### config.mk
export PLATFORM = sky130hd
export DESIGN_NAME = cheri_tsmap_arbiter
export DESIGN_NICKNAME = d
export VERILOG_FILES = /design/src/rtl/cheri_tsmap_arbiter.sv
export SDC_FILE = /design/constraint.sdc
export NUM_CORES = 1
export LEC_CHECK = 0
export ABC_CLOCK_PERIOD_IN_PS = 3800
export BUFFER_PORTS_ARGS = -buffer_cell sky130_fd_sc_hd__buf_2
export CORE_ASPECT_RATIO = 1.5
export CORE_MARGIN = 10
export CORE_UTILIZATION = 46
export CTS_BUF_LIST = sky130_fd_sc_hd__clkbuf_2
export DETAILED_ROUTE_END_ITERATION = 8
export PLACE_DENSITY_LB_ADDON = 0.3
export SLEW_MARGIN = 10
export SYNTH_ARGS = -nofsm -noshare
export SYNTH_HDL_FRONTEND = slang
export SYNTH_SLANG_ARGS = --single-unit
### constraint.sdc
create_clock -name clk_i -period 3.8 [get_ports clk_i]
set_clock_uncertainty 0.15 [all_clocks]
set_input_delay 0 -clock clk_i [delete_from_list [all_inputs] [get_ports clk_i]]
set_output_delay 0 -clock clk_i [all_outputs]
set_load 0.005 [all_outputs]
### src/rtl/cheri_tsmap_arbiter.sv
// Single-port TSMAP SRAM arbiter: fixed-latency revocation-check reads, bus set/clear
// access, and a background bulk-clear engine with anti-starvation against the bus.
module cheri_tsmap_arbiter #(
    parameter int unsigned TSMapSize   = 1024,
    parameter int unsigned StarveLimit = 16
) (
    input  logic        clk_i,
    input  logic        rst_ni,
    input  logic        trvk_cs_i,
    input  logic [15:0] trvk_addr_i,
    output logic [31:0] trvk_rdata_o,
    input  logic        bus_req_i,
    input  logic        bus_we_i,
    input  logic [15:0] bus_addr_i,
    input  logic [31:0] bus_wdata_i,
    input  logic [3:0]  bus_be_i,
    output logic        bus_gnt_o,
    output logic        bus_rvalid_o,
    output logic [31:0] bus_rdata_o,
    output logic        bus_err_o,
    input  logic        clr_start_i,
    input  logic [15:0] clr_base_i,
    input  logic [15:0] clr_count_i,
    output logic        clr_busy_o,
    output logic        clr_done_o,
    output logic        mem_cs_o,
    output logic        mem_we_o,
    output logic [15:0] mem_addr_o,
    output logic [31:0] mem_wdata_o,
    output logic [3:0]  mem_be_o,
    input  logic [31:0] mem_rdata_i
);
    localparam logic [16:0] MapEnd = 17'(TSMapSize);
    localparam int unsigned SW = $clog2(StarveLimit + 1);
    localparam logic [SW-1:0] StarveMax = SW'(StarveLimit);

    typedef enum logic [1:0] {ClrIdle, ClrRun, ClrDone} clr_state_e;
    typedef enum logic [1:0] {OwnNone, OwnTrvk, OwnBus} owner_e;

    clr_state_e    state_q;
    owner_e        owner_q, owner_d;
    logic [15:0]   ptr_q, remain_q;
    logic [SW-1:0] starve_q;
    logic          rvalid_q, err_q;

    logic trvk_hit, bus_in_range, clr_in_range, clr_want, clr_forced, bus_gnt, clr_win;

    assign trvk_hit     = trvk_cs_i & ({1'b0, trvk_addr_i} < MapEnd);
    assign bus_in_range = {1'b0, bus_addr_i} < MapEnd;
    assign clr_in_range = {1'b0, ptr_q} < MapEnd;
    assign clr_want     = (state_q == ClrRun) & clr_in_range;
    assign clr_forced   = clr_want & (starve_q == StarveMax);
    // Any check-stage request blocks the others, even out of range, so the bus sees a simple rule.
    assign bus_gnt      = bus_req_i & ~trvk_cs_i & ~clr_forced;
    assign clr_win      = clr_want & ~trvk_cs_i & ~bus_gnt;

    always_comb begin
        mem_cs_o    = 1'b0;
        mem_we_o    = 1'b0;
        mem_addr_o  = '0;
        mem_wdata_o = '0;
        mem_be_o    = '0;
        if (trvk_hit) begin
            mem_cs_o   = 1'b1;
            mem_addr_o = trvk_addr_i;
        end else if (bus_gnt && bus_in_range) begin
            mem_cs_o    = 1'b1;
            mem_we_o    = bus_we_i;
            mem_addr_o  = bus_addr_i;
            mem_wdata_o = bus_we_i ? bus_wdata_i : '0;
            mem_be_o    = bus_we_i ? bus_be_i : '0;
        end else if (clr_win) begin
            mem_cs_o   = 1'b1;
            mem_we_o   = 1'b1;
            mem_addr_o = ptr_q;
            mem_be_o   = 4'hF;
        end
    end

    always_comb begin
        owner_d = OwnNone;
        if (trvk_hit)                                  owner_d = OwnTrvk;
        else if (bus_gnt && !bus_we_i && bus_in_range) owner_d = OwnBus;
    end

    always_ff @(posedge clk_i or negedge rst_ni) begin
        if (!rst_ni) begin
            owner_q  <= OwnNone;
            rvalid_q <= 1'b0;
            err_q    <= 1'b0;
        end else begin
            owner_q  <= owner_d;
            rvalid_q <= bus_gnt;
            err_q    <= bus_gnt & ~bus_in_range;
        end
    end

    always_ff @(posedge clk_i or negedge rst_ni) begin
        if (!rst_ni) begin
            state_q  <= ClrIdle;
            ptr_q    <= '0;
            remain_q <= '0;
            starve_q <= '0;
        end else begin
            case (state_q)
                ClrIdle: begin
                    starve_q <= '0;
                    if (clr_start_i) begin
                        ptr_q    <= clr_base_i;
                        remain_q <= clr_count_i;
                        state_q  <= (clr_count_i == 16'd0) ? ClrDone : ClrRun;
                    end
                end
                ClrRun: begin
                    // Words past the end of the map are skipped rather than wrapped.
                    if (!clr_in_range) begin
                        state_q  <= ClrDone;
                        starve_q <= '0;
                    end else if (clr_win) begin
                        ptr_q    <= ptr_q + 16'd1;
                        remain_q <= remain_q - 16'd1;
                        starve_q <= '0;
                        if (remain_q == 16'd1) state_q <= ClrDone;
                    end else if (bus_gnt && starve_q != StarveMax) begin
                        starve_q <= starve_q + 1'b1;
                    end
                end
                ClrDone: state_q <= ClrIdle;
                default: state_q <= ClrIdle;
            endcase
        end
    end

    assign bus_gnt_o    = bus_gnt;
    assign bus_rvalid_o = rvalid_q;
    assign bus_err_o    = err_q;
    assign bus_rdata_o  = (owner_q == OwnBus)  ? mem_rdata_i : '0;
    assign trvk_rdata_o = (owner_q == OwnTrvk) ? mem_rdata_i : '0;
    assign clr_busy_o   = (state_q != ClrIdle);
    assign clr_done_o   = (state_q == ClrDone);
endmodule

==> out/metrics.cfg <==
[status]
status=complete, no violations

[clock_tree]
cts_resized=0
clkSinkCount=43
cts_setup_buffers=0
clockBufferDepth=2
cts-root-buf=clkbuf_2
insertion_delay_ns=0.43
cts_inserted_buffers=5
htree_levels=2
cts_tree=built
ctsHoldBuffers=46
path_clk_slew_ns=0.23

[power_and_ir_drop]
power.total_mw=1.62
intPower_mw=0.946
p_clk_frac=0.119
p_sw_frac=0.414
p_seq_frac=0.439
powerDensity_nw_per_um2=296
power_switching_mw=0.670
leakage_nw=2.94
combinationalPowerShare=0.442
ir_worst_vdd_uv=240

[logic_synthesis]
async_reset_ff_frac=1.00
synthFlopType=dfrtp_1
synth_area_per_cell_um2=8.25
synthMuxAreaShare=0
synth_top_family_by_area=simple AND/OR/NAND/NOR gates
synth-compound-area-share=0.272
ys_warn_count=0
synthSimpleGateAreaFrac=0.351
ys_ff_latch=43
synth_seq_area_share=0.291
synth_xor_area_frac=0
netlist_instances=449
synth_edf_count=0
syn-cell-area_um2=3700
synth.distinct_cells=60
synth_fa_ha_area_frac=0.0169

[finish]
post-route-util=0.686
area_delta_synth_final_pct=47.5
diodes=0
nNetsFinal=871
drive_above_1_share=0.388

[sta]
layout_setup_ws_ns=0.778
setup_viol=0
slew_violations=0
fin_crit_ns=3.02
slew_headroom=0.333
fin_crit_sh=0.795
rsz0062_at_grt=false
hold_viol=0
fmax_ghz=0.331
fin_setup_tns_ns=0
holdWs_ns=0.0872
worstMarginPinSlew_ns=1.00

[worst_setup_path]
arrival_ns=2.87
critPathKind=reg2out
crit_required_ns=3.65
crit_path_end_kind=primary output
path_max_fanout=25
timing.reg2reg.worst_path_depth=6
cp-start-kind=flop

[floorplan]
ios=261
die_y_um=130
core_um2=7960
dieArea_um2=12100
initial_core_util=0.465
die_x_um=93.3
rows=40

[place]
gp_congestion=1.02
hpwl_um=15000
numPortBuffers=254
pre_cts_ws_ns=1.19

[run]
max_cap_violations=0

[detailed_routing]
via_per_inst=5.95
ant_nets=0
first_pass_iters=5
drcViolationCount=0
totalWireLength_um=19100
wire_per_inst_um=22.9
drtIter0Drc=491
num_vias=4947

[global_routing]
grt_pass1_vias=4832
grt_usage=0.292
grt_max_degree=47
overflow=0
grt_pass1_wl_um=27700
antenna_found_initial=1

[min_path]
hp-class=in2async

-- state kept, by name, summed over array words and instances, names as in the netlist --
name / flops
state_q: 2
owner_q: 2
remain_q: 16
bus_err_o: 1
ptr_q: 16
bus_rvalid_o: 1
starve_q: 5
-- metrics by stage --
stage	instance area (um2)	instances
final	5460	832
after global placement	4970	780
after floorplan	3720	454
after CTS	5460	832
after global routing	5460	832
after detailed placement	4970	780
-- power by group through the flow --
| stage | sequential, mW | clock, mW | combinational (mW) |
|---|---|---|---|
| 2_1_floorplan | 0.657 | 0 | 0.421 |
| 3_3_place_gp | 0.700 | 0 | 0.621 |
| 3_5_place_dp | 0.711 | 0 | 0.638 |
| 4_1_cts | 0.701 | 0.192 | 0.699 |
| 5_1_grt | 0.726 | 0.210 | 0.775 |
| 6_report | 0.710 | 0.192 | 0.714 |
-- area by class of cell --
cell class,count,area (um2)
Fill cell,663,2500
Tap cell,105,131
Timing Repair Buffer,308,1790
Sequential cell,43,1080
Clock buffer,6,30.0
Inverter,10,37.5
Multi-Input combinational cell,360,2390
-- worst max-delay path, stage by stage (launching register included) --
cell and delay (ns):
dfrtp_1 0.42, inv_1 0.08, ha_1 0.21, and4bb_2 0.27
a311oi_2 0.32, and4b_1 0.53, buf_4 0.31, and2_1 0.19
buf_2 0.13
-- cell families (layout without fill, tap and decap cells) --
group	count (synthesis)	after routing
compound gates	135	135
fa+ha+maj	5	5
buf+inv	51	324
flops	43	43
other cells	1	6
simple gates	214	214
-- cell usage in the layout (no fill, tap or decap), drive strengths merged, types with 8 or more instances in the layout --
cell type    netlist  routed
buf               17     262
a21o               8       8
nor4              15      15
nor2              32      32
dlygate4sd3        0      46
a21oi             19      19
dfrtp             43      43
inv               10      10
a22oi              9       9
o21ai             12      12
nand2             15      15
a31oi             16      16
a22o               8       8
nand3             11      11
and2             103     103
o22a              14      14
-- final timing paths --
kind / startpoint / end / slack, ns
setup / recovery: starve_q[0] / mem_wdata_o[30] / 0.78
hold / removal: rst_ni / remain_q[0] / 0.09
setup reg to reg: state_q[1] / remain_q[1] / 0.84
hold reg to reg: ptr_q[9] / ptr_q[9] / 0.42
max in group asynchronous: rst_ni / ptr_q[10] / 2.77
min in group clk_i: bus_wdata_i[11] / mem_wdata_o[11] / 0.12
-- cells in the mapped netlist (all sizes together), types with 6 or more instances --
| master | number | area [um2] |
|---|---|---|
| a41oi | 6 | 52.6 |
| a22o | 8 | 70.1 |
| a22oi | 9 | 67.6 |
| a21oi | 19 | 95.1 |
| clkbuf | 24 | 91.3 |
| inv | 10 | 37.5 |
| o2bb2ai | 6 | 52.6 |
| a21o | 8 | 60.1 |
| o21ai | 12 | 60.1 |
| nor2b | 6 | 37.5 |
| o22a | 14 | 123 |
| dfrtp | 43 | 1080 |
| a31oi | 16 | 100 |
| buf | 17 | 125 |
| o22ai | 6 | 37.5 |
| nand3 | 11 | 55.1 |
| and2 | 103 | 644 |
| nor2 | 32 | 120 |
| nor4 | 15 | 130 |
| nand2 | 15 | 56.3 |
-- per-layer routing --
layer | vias up | track usage | routed length [um] | part of all wire
met5 | - | 0 | 13 | 0.00068
li1 | 2195 | - | - | -
met2 | 370 | 0.449 | 8650 | 0.45
met4 | 2 | 0.110 | 587 | 0.031
met1 | 2334 | 0.349 | 7100 | 0.37
met3 | 46 | 0.133 | 2700 | 0.14
(Power assumes the default switching activity.)
